==> src/rtl/uart_pkg.sv <==
// Shared UART framing definitions: parser state encoding, start-of-frame
// byte and the payload sizing defaults used by both the rx parser and the
// tx framer.
package uart_pkg;

    localparam int               DBIT_DEFAULT    = 8;
    localparam int               MAX_LEN_DEFAULT = 16;
    localparam int               LEN_W_DEFAULT   = 5;
    localparam logic [7:0]       SOF_DEFAULT     = 8'hA5;

    typedef enum logic [2:0] {
        ST_IDLE    = 3'd0,
        ST_LEN     = 3'd1,
        ST_PAYLOAD = 3'd2,
        ST_CHK     = 3'd3,
        ST_EMIT    = 3'd4
    } parser_state_e;

endpackage

==> src/rtl/uart_frame_buf.sv <==
// Payload buffer for the frame parser: DEPTH x DBIT register array with one
// write port and one registered read port. The array itself is not reset;
// only the read register is, so the parser's pl_data output starts at zero.
module uart_frame_buf #(
    parameter int DBIT  = 8,
    parameter int DEPTH = 16,
    parameter int AW    = 4
) (
    input  logic            clk,
    input  logic            reset,
    input  logic            we,
    input  logic [AW-1:0]   waddr,
    input  logic [DBIT-1:0] wdata,
    input  logic [AW-1:0]   raddr,
    output logic [DBIT-1:0] rdata
);

    logic [DBIT-1:0] mem [DEPTH];

    // Storage write; contents are don't-care until a frame fills them.
    always_ff @(posedge clk) begin
        if (we) begin
            mem[waddr] <= wdata;
        end
    end

    // Registered read so the addressed byte appears one cycle after raddr.
    always_ff @(posedge clk or negedge reset) begin
        if (!reset) begin
            rdata <= '0;
        end else begin
            rdata <= mem[raddr];
        end
    end

endmodule

==> src/rtl/uart_frame_parser.sv <==
// Frame parser behind the UART rx FIFO: SOF, LEN, LEN payload bytes, CHK.
// The payload is buffered and only streamed out once the XOR checksum of
// LEN and the payload matches; bad frames are dropped and counted.
// Optional inter-byte timeout is enabled by defining UART_FRAME_TIMEOUT_EN.
module uart_frame_parser
    import uart_pkg::*;
#(
    parameter int              DBIT        = DBIT_DEFAULT,
    parameter int              MAX_LEN     = MAX_LEN_DEFAULT,
    parameter int              LEN_W       = LEN_W_DEFAULT,
    parameter logic [DBIT-1:0] SOF         = SOF_DEFAULT,
    parameter int              TIMEOUT_CYC = 1000000
) (
    input  logic            clk,
    input  logic            reset,
    input  logic [DBIT-1:0] r_data,
    input  logic            rx_empty,
    output logic            rd_uart,
    output logic [DBIT-1:0] pl_data,
    output logic            pl_valid,
    output logic            pl_last,
    input  logic            pl_ready,
    output logic            frame_ok,
    output logic            frame_err,
    output logic [7:0]      err_cnt
);

    localparam int AW = $clog2(MAX_LEN);

    parser_state_e   state_q, state_d;
    logic [LEN_W-1:0] idx_q, idx_d;
    logic [LEN_W-1:0] len_q, len_d;
    logic [DBIT-1:0]  chk_q, chk_d;
    logic             pl_valid_q, pl_valid_d;
    logic             frame_ok_q, frame_ok_d;
    logic             frame_err_q, frame_err_d;
    logic [7:0]       err_cnt_q, err_cnt_d;
    logic             consume;
    logic             err_event;
    logic             buf_we;
    logic [LEN_W-1:0] last_idx;

`ifdef UART_FRAME_TIMEOUT_EN
    localparam int TW = $clog2(TIMEOUT_CYC);
    logic [TW-1:0] tmo_q, tmo_d;
`endif

    assign consume  = reset && (state_q != ST_EMIT) && !rx_empty;
    assign rd_uart  = consume;
    assign last_idx = len_q - LEN_W'(1);
    assign pl_valid = pl_valid_q;
    assign pl_last  = pl_valid_q && (idx_q == last_idx);
    assign frame_ok  = frame_ok_q;
    assign frame_err = frame_err_q;
    assign err_cnt   = err_cnt_q;

    // Next-state, buffer write and error accounting for the frame FSM.
    always_comb begin
        state_d     = state_q;
        idx_d       = idx_q;
        len_d       = len_q;
        chk_d       = chk_q;
        pl_valid_d  = pl_valid_q;
        frame_ok_d  = 1'b0;
        frame_err_d = 1'b0;
        err_cnt_d   = err_cnt_q;
        err_event   = 1'b0;
        buf_we      = 1'b0;
`ifdef UART_FRAME_TIMEOUT_EN
        tmo_d       = '0;
`endif
        case (state_q)
            ST_IDLE: begin
                if (consume && (r_data == SOF)) begin
                    state_d = ST_LEN;
                end
            end
            ST_LEN: begin
                if (consume) begin
                    if ((r_data == '0) || (r_data > DBIT'(MAX_LEN))) begin
                        err_event = 1'b1;
                        state_d   = ST_IDLE;
                    end else begin
                        len_d   = r_data[LEN_W-1:0];
                        chk_d   = r_data;
                        idx_d   = '0;
                        state_d = ST_PAYLOAD;
                    end
                end
            end
            ST_PAYLOAD: begin
                if (consume) begin
                    buf_we = 1'b1;
                    chk_d  = chk_q ^ r_data;
                    idx_d  = idx_q + LEN_W'(1);
                    if (idx_q == last_idx) begin
                        state_d = ST_CHK;
                    end
                end
            end
            ST_CHK: begin
                if (consume) begin
                    if (r_data == chk_q) begin
                        idx_d      = '0;
                        pl_valid_d = 1'b1;
                        state_d    = ST_EMIT;
                    end else begin
                        err_event = 1'b1;
                        state_d   = ST_IDLE;
                    end
                end
            end
            ST_EMIT: begin
                if (pl_valid_q && pl_ready) begin
                    if (idx_q == last_idx) begin
                        pl_valid_d = 1'b0;
                        frame_ok_d = 1'b1;
                        idx_d      = '0;
                        state_d    = ST_IDLE;
                    end else begin
                        idx_d = idx_q + LEN_W'(1);
                    end
                end
            end
            default: begin
                state_d = ST_IDLE;
            end
        endcase
`ifdef UART_FRAME_TIMEOUT_EN
        if ((state_q == ST_LEN || state_q == ST_PAYLOAD || state_q == ST_CHK) && !consume) begin
            if (tmo_q == TW'(TIMEOUT_CYC - 1)) begin
                err_event = 1'b1;
                state_d   = ST_IDLE;
            end else begin
                tmo_d = tmo_q + TW'(1);
            end
        end
`endif
        if (err_event) begin
            frame_err_d = 1'b1;
            if (err_cnt_q != 8'hFF) begin
                err_cnt_d = err_cnt_q + 8'd1;
            end
        end
    end

    // Parser state registers; reset discards any partial frame.
    always_ff @(posedge clk or negedge reset) begin
        if (!reset) begin
            state_q     <= ST_IDLE;
            idx_q       <= '0;
            len_q       <= '0;
            chk_q       <= '0;
            pl_valid_q  <= 1'b0;
            frame_ok_q  <= 1'b0;
            frame_err_q <= 1'b0;
            err_cnt_q   <= '0;
        end else begin
            state_q     <= state_d;
            idx_q       <= idx_d;
            len_q       <= len_d;
            chk_q       <= chk_d;
            pl_valid_q  <= pl_valid_d;
            frame_ok_q  <= frame_ok_d;
            frame_err_q <= frame_err_d;
            err_cnt_q   <= err_cnt_d;
        end
    end

`ifdef UART_FRAME_TIMEOUT_EN
    // Inter-byte stall counter, only live mid-frame.
    always_ff @(posedge clk or negedge reset) begin
        if (!reset) begin
            tmo_q <= '0;
        end else begin
            tmo_q <= tmo_d;
        end
    end
`endif

    // Read address follows the next index so pl_data is ready with pl_valid.
    uart_frame_buf #(
        .DBIT  (DBIT),
        .DEPTH (MAX_LEN),
        .AW    (AW)
    ) u_buf (
        .clk   (clk),
        .reset (reset),
        .we    (buf_we),
        .waddr (idx_q[AW-1:0]),
        .wdata (r_data),
        .raddr (idx_d[AW-1:0]),
        .rdata (pl_data)
    );

endmodule

==> config.mk <==
export PLATFORM = sky130hd
export DESIGN_NAME = uart_frame_parser
export DESIGN_NICKNAME = d
export VERILOG_FILES = /design/src/rtl/uart_pkg.sv /design/src/rtl/uart_frame_buf.sv /design/src/rtl/uart_frame_parser.sv
export SDC_FILE = /design/constraint.sdc
export NUM_CORES = 1
export LEC_CHECK = 0
export CORE_MARGIN = 2
export CORE_UTILIZATION = 60
export CTS_CLUSTER_DIAMETER = 80
export DETAILED_ROUTE_END_ITERATION = 16
export HOLD_SLACK_MARGIN = 0.05
export MAX_ROUTING_LAYER = met4
export PLACE_DENSITY = 0.79
export SLEW_MARGIN = 20
export SYNTH_ARGS = -nofsm -noshare
export SYNTH_HDL_FRONTEND = slang
export SYNTH_SLANG_ARGS = --single-unit
==> constraint.sdc <==
create_clock -name clk -period 3.53 [get_ports clk]
set_clock_uncertainty 0.05 [all_clocks]
set_input_delay 1.059 -clock clk [delete_from_list [all_inputs] [get_ports clk]]
set_output_delay 1.059 -clock clk [all_outputs]
set_load 0.01 [all_outputs]
==> qor.yml, run 1 <==
fmax_mhz: 286
synthCells: 518
coreArea_um2: 12100
drt_iter0_drc: 658
path_delay_family: "simple AND/OR/NAND/NOR gates"
die-area_um2: 13300
drv_cap: 0
ir_drop_mv: 0.337
syn_area_per_cell_um2: 14.4
synthTopCellsByArea: "edfxtp_1 (52%), dfrtp_1 (13%), mux2_2 (5.7%), nand3_1 (2.8%), mux2i_1 (2.3%)"
track_usage_pct: 28.7
crit_slowest_cell: "clkdlybuf4s50_1"
cp-start-kind: "primary input"
synth_edf_count: 128
post-route-period-util_pct: 99.2
async_reset_ff_share_pct: 23.8
final_nets: 631
path_max_fanout: 8
cellLeakagePower_uw: 0.00335
grt_pass1_vias: 4842
crit_required_ns: 3.78
setup_viol: 0
ys_warn_count: 0
drive_gt1_share_pct: 28.1
io_pins: 33
cts_tree: "built"
synthFlopType: "edfxtp_1"
crit_type: "primary input to flip-flop"
overflow: 0
placed_area_um2: 8360
synth_cell_types: 63
drcViolationCount: 0
maxSlewHeadroom_pct: 63.4
synth_xor_area_share_pct: 2.47
drtAntennaViolNets: 0
clock_sinks: 168
cts_buffers: 17
path_buf_inv: 4
cp_cell_sequence: "clkdlybuf4s50_1 > buf_4 > xor2_1 > nor3_2 > nand4_1 > a21bo_2 > a22oi_2 > inv_2 > or3b_1 > buf_12 > o22ai_2 > nor4_2"
route.vias.total: 4867
powerDensity_nw_per_um2: 719
synthAdderAreaFrac_pct: 1.01
synth.area.mux_share_pct: 8.04
synth_top_area_share_pct: 51.6
synthToLayoutAreaGrowth_pct: 21.5
syn_area_um2: 7440
status: "complete, no violations"
yosys.area_share.simple_pct: 10.9
end_kind: "flip-flop"
synth_top_family_by_area: "simple AND/OR/NAND/NOR gates"
start_util_pct: 61.7
clock_tree.root_cell: "clkbuf_16"
final_area_um2: 9040
synth_top_cell_by_area: "edfxtp_1"
postCtsHoldBufs: 0
grt_start_max_net_pins: 41
antenna_found_initial: 0
fin_crit_ns: 3.50
yosys.cell_count.top_type: "edfxtp_1"
wire_per_inst_um: 21.8
hold_viol: 0
avgViaCountPerCell: 6.13
io_buffer_count: 32
grt_pass1_wl_um: 26600
die_y_um: 115
clkTransAtPathRegs_ns: 0.06
critPathArrivalTime_ns: 3.75
cp_slowest_stage_delay_ns: 0.46
htree_num_levels: 4
drt_wl_total_um: 17300
cts_buffer_depth: 2
place_ws_ns: -0.656
hold_class: "flip-flop to flip-flop"
place_hpwl_um: 11300
fin_setup_tns_ns: 0
setup_ws_ns: 0.0290
worst_pin_slew_ns: 0.543
synth_compound_area_share_pct: 9.62
rows: 40
ys_seq_elements: 168
synth_seq_area_share_pct: 65.1
synth_common_cells: "edfxtp_1 (128), nand3_1 (42), dfrtp_1 (40)"
place_congestion: 0.880
synth_nets: 536
finalMaxSlewViolations: 0
insertion_delay_ns: 0.43
final_util_pct: 74.9
die_x_um: 115
num_antenna_cells: 0
drtPass1Iterations: 5
-- routing by layer --
metal	global-route usage (%)	routed length, um	vias to the layer above
met5	-	0	-
met4	12.9	571	0
met3	6.33	1300	37
met2	45.1	8540	235
met1	35.9	6870	2410
li1	-	-	2185
-- path summary, 6_finish.rpt --
check                           startpoint  slack (ns)        endpoint  depth (start not counted)
worst max register to register    len_q[1]        0.44  u_buf.rdata[3]                         12
min in group asynchronous            reset        0.75        pl_valid                          3
worst min-delay path            err_cnt[4]        0.46      err_cnt[4]                          1
worst min register to register  err_cnt[4]        0.46      err_cnt[4]                          1
max in group asynchronous            reset        2.31  u_buf.rdata[6]                          3
worst max-delay path             r_data[3]        0.03  u_buf.rdata[3]                         12
-- flip-flops by register name, summed over array words and instances (netlist names) --
signal,flops
u_buf.rdata,8
state_q,3
frame_err,1
chk_q,8
idx_q,5
pl_valid,1
frame_ok,1
err_cnt,8
u_buf.mem,128
len_q,5
-- report_power, final --
part / switching, uW / leakage, uW / internal (uW)
registers: 147 / 0.00165 / 2340
logic: 1060 / 0.00139 / 977
clock network: 745 / 0.000309 / 1220
-- placed cells by master (no fill, tap or decap), drive strengths merged, types with 2 or more instances in the layout --
| master | Yosys | layout |
|---|---|---|
| edfxtp | 128 | 128 |
| dlygate4sd2 | 0 | 4 |
| bufinv | 0 | 4 |
| nand3 | 42 | 42 |
| o22ai | 17 | 17 |
| nor2 | 25 | 25 |
| xor2 | 11 | 11 |
| nor2b | 5 | 5 |
| a21oi | 30 | 30 |
| buf | 15 | 70 |
| or3b | 4 | 4 |
| clkinv | 0 | 5 |
| clkbuf | 10 | 21 |
| nand2 | 14 | 14 |
| o21ai | 31 | 31 |
| ha | 6 | 6 |
| nand2b | 5 | 5 |
| xnor2 | 10 | 10 |
| dlymetal6s2s | 0 | 3 |
| inv | 7 | 8 |
| nor4 | 10 | 10 |
| mux2 | 38 | 38 |
| and3 | 3 | 3 |
| nand4 | 8 | 8 |
| or3 | 2 | 2 |
| nor3 | 9 | 9 |
| a32o | 8 | 8 |
| mux2i | 17 | 17 |
| clkdlybuf4s50 | 0 | 24 |
| dfrtp | 40 | 40 |
-- area by class of cell --
cell class	count	area, um^2
repair buffers	101	911
multi-input cells	318	2420
well taps	168	210
flip-flops and latches	168	4840
inverters	7	26.3
clock inverters	11	171
clock buffers	21	460
fillers	717	3020
-- cells by family after synthesis --
| kind of cell | count (synthesis) |
|---|---|
| flops | 168 |
| simple gates | 135 |
| compound gates | 101 |
| mux | 55 |
| buf+inv | 32 |
| xor+xnor | 21 |
| fa+ha+maj | 6 |
-- through the flow --
step                cells  hold slack, ns  total power (uW)
CTS                   794           0.457              6490
finish                794           0.457              6500
global route          794           0.483              6750
global placement      761           0.430              4420
floorplan             518           0.421              3820
detailed placement    761           0.437              4500
-- what timing repair did --
action	CTS	global route
endpoints found under the setup margin	10	8
resized for setup	8	6
pin swaps	2	2
setup buffers	1	0
No activity file was read; power rests on OpenSTA's default activity.
==> run 2, diff against run 1 <==
ABC_CLOCK_PERIOD_IN_PS = 3530   (was default)
==> results of run 2 <==
Final layout, timing and power as in run 1 (identical DEF).
==> run 3, diff against run 2 <==
CAP_MARGIN = 20   (was default)
==> results of run 3 <==
Final layout, timing and power as in run 1 (identical DEF).
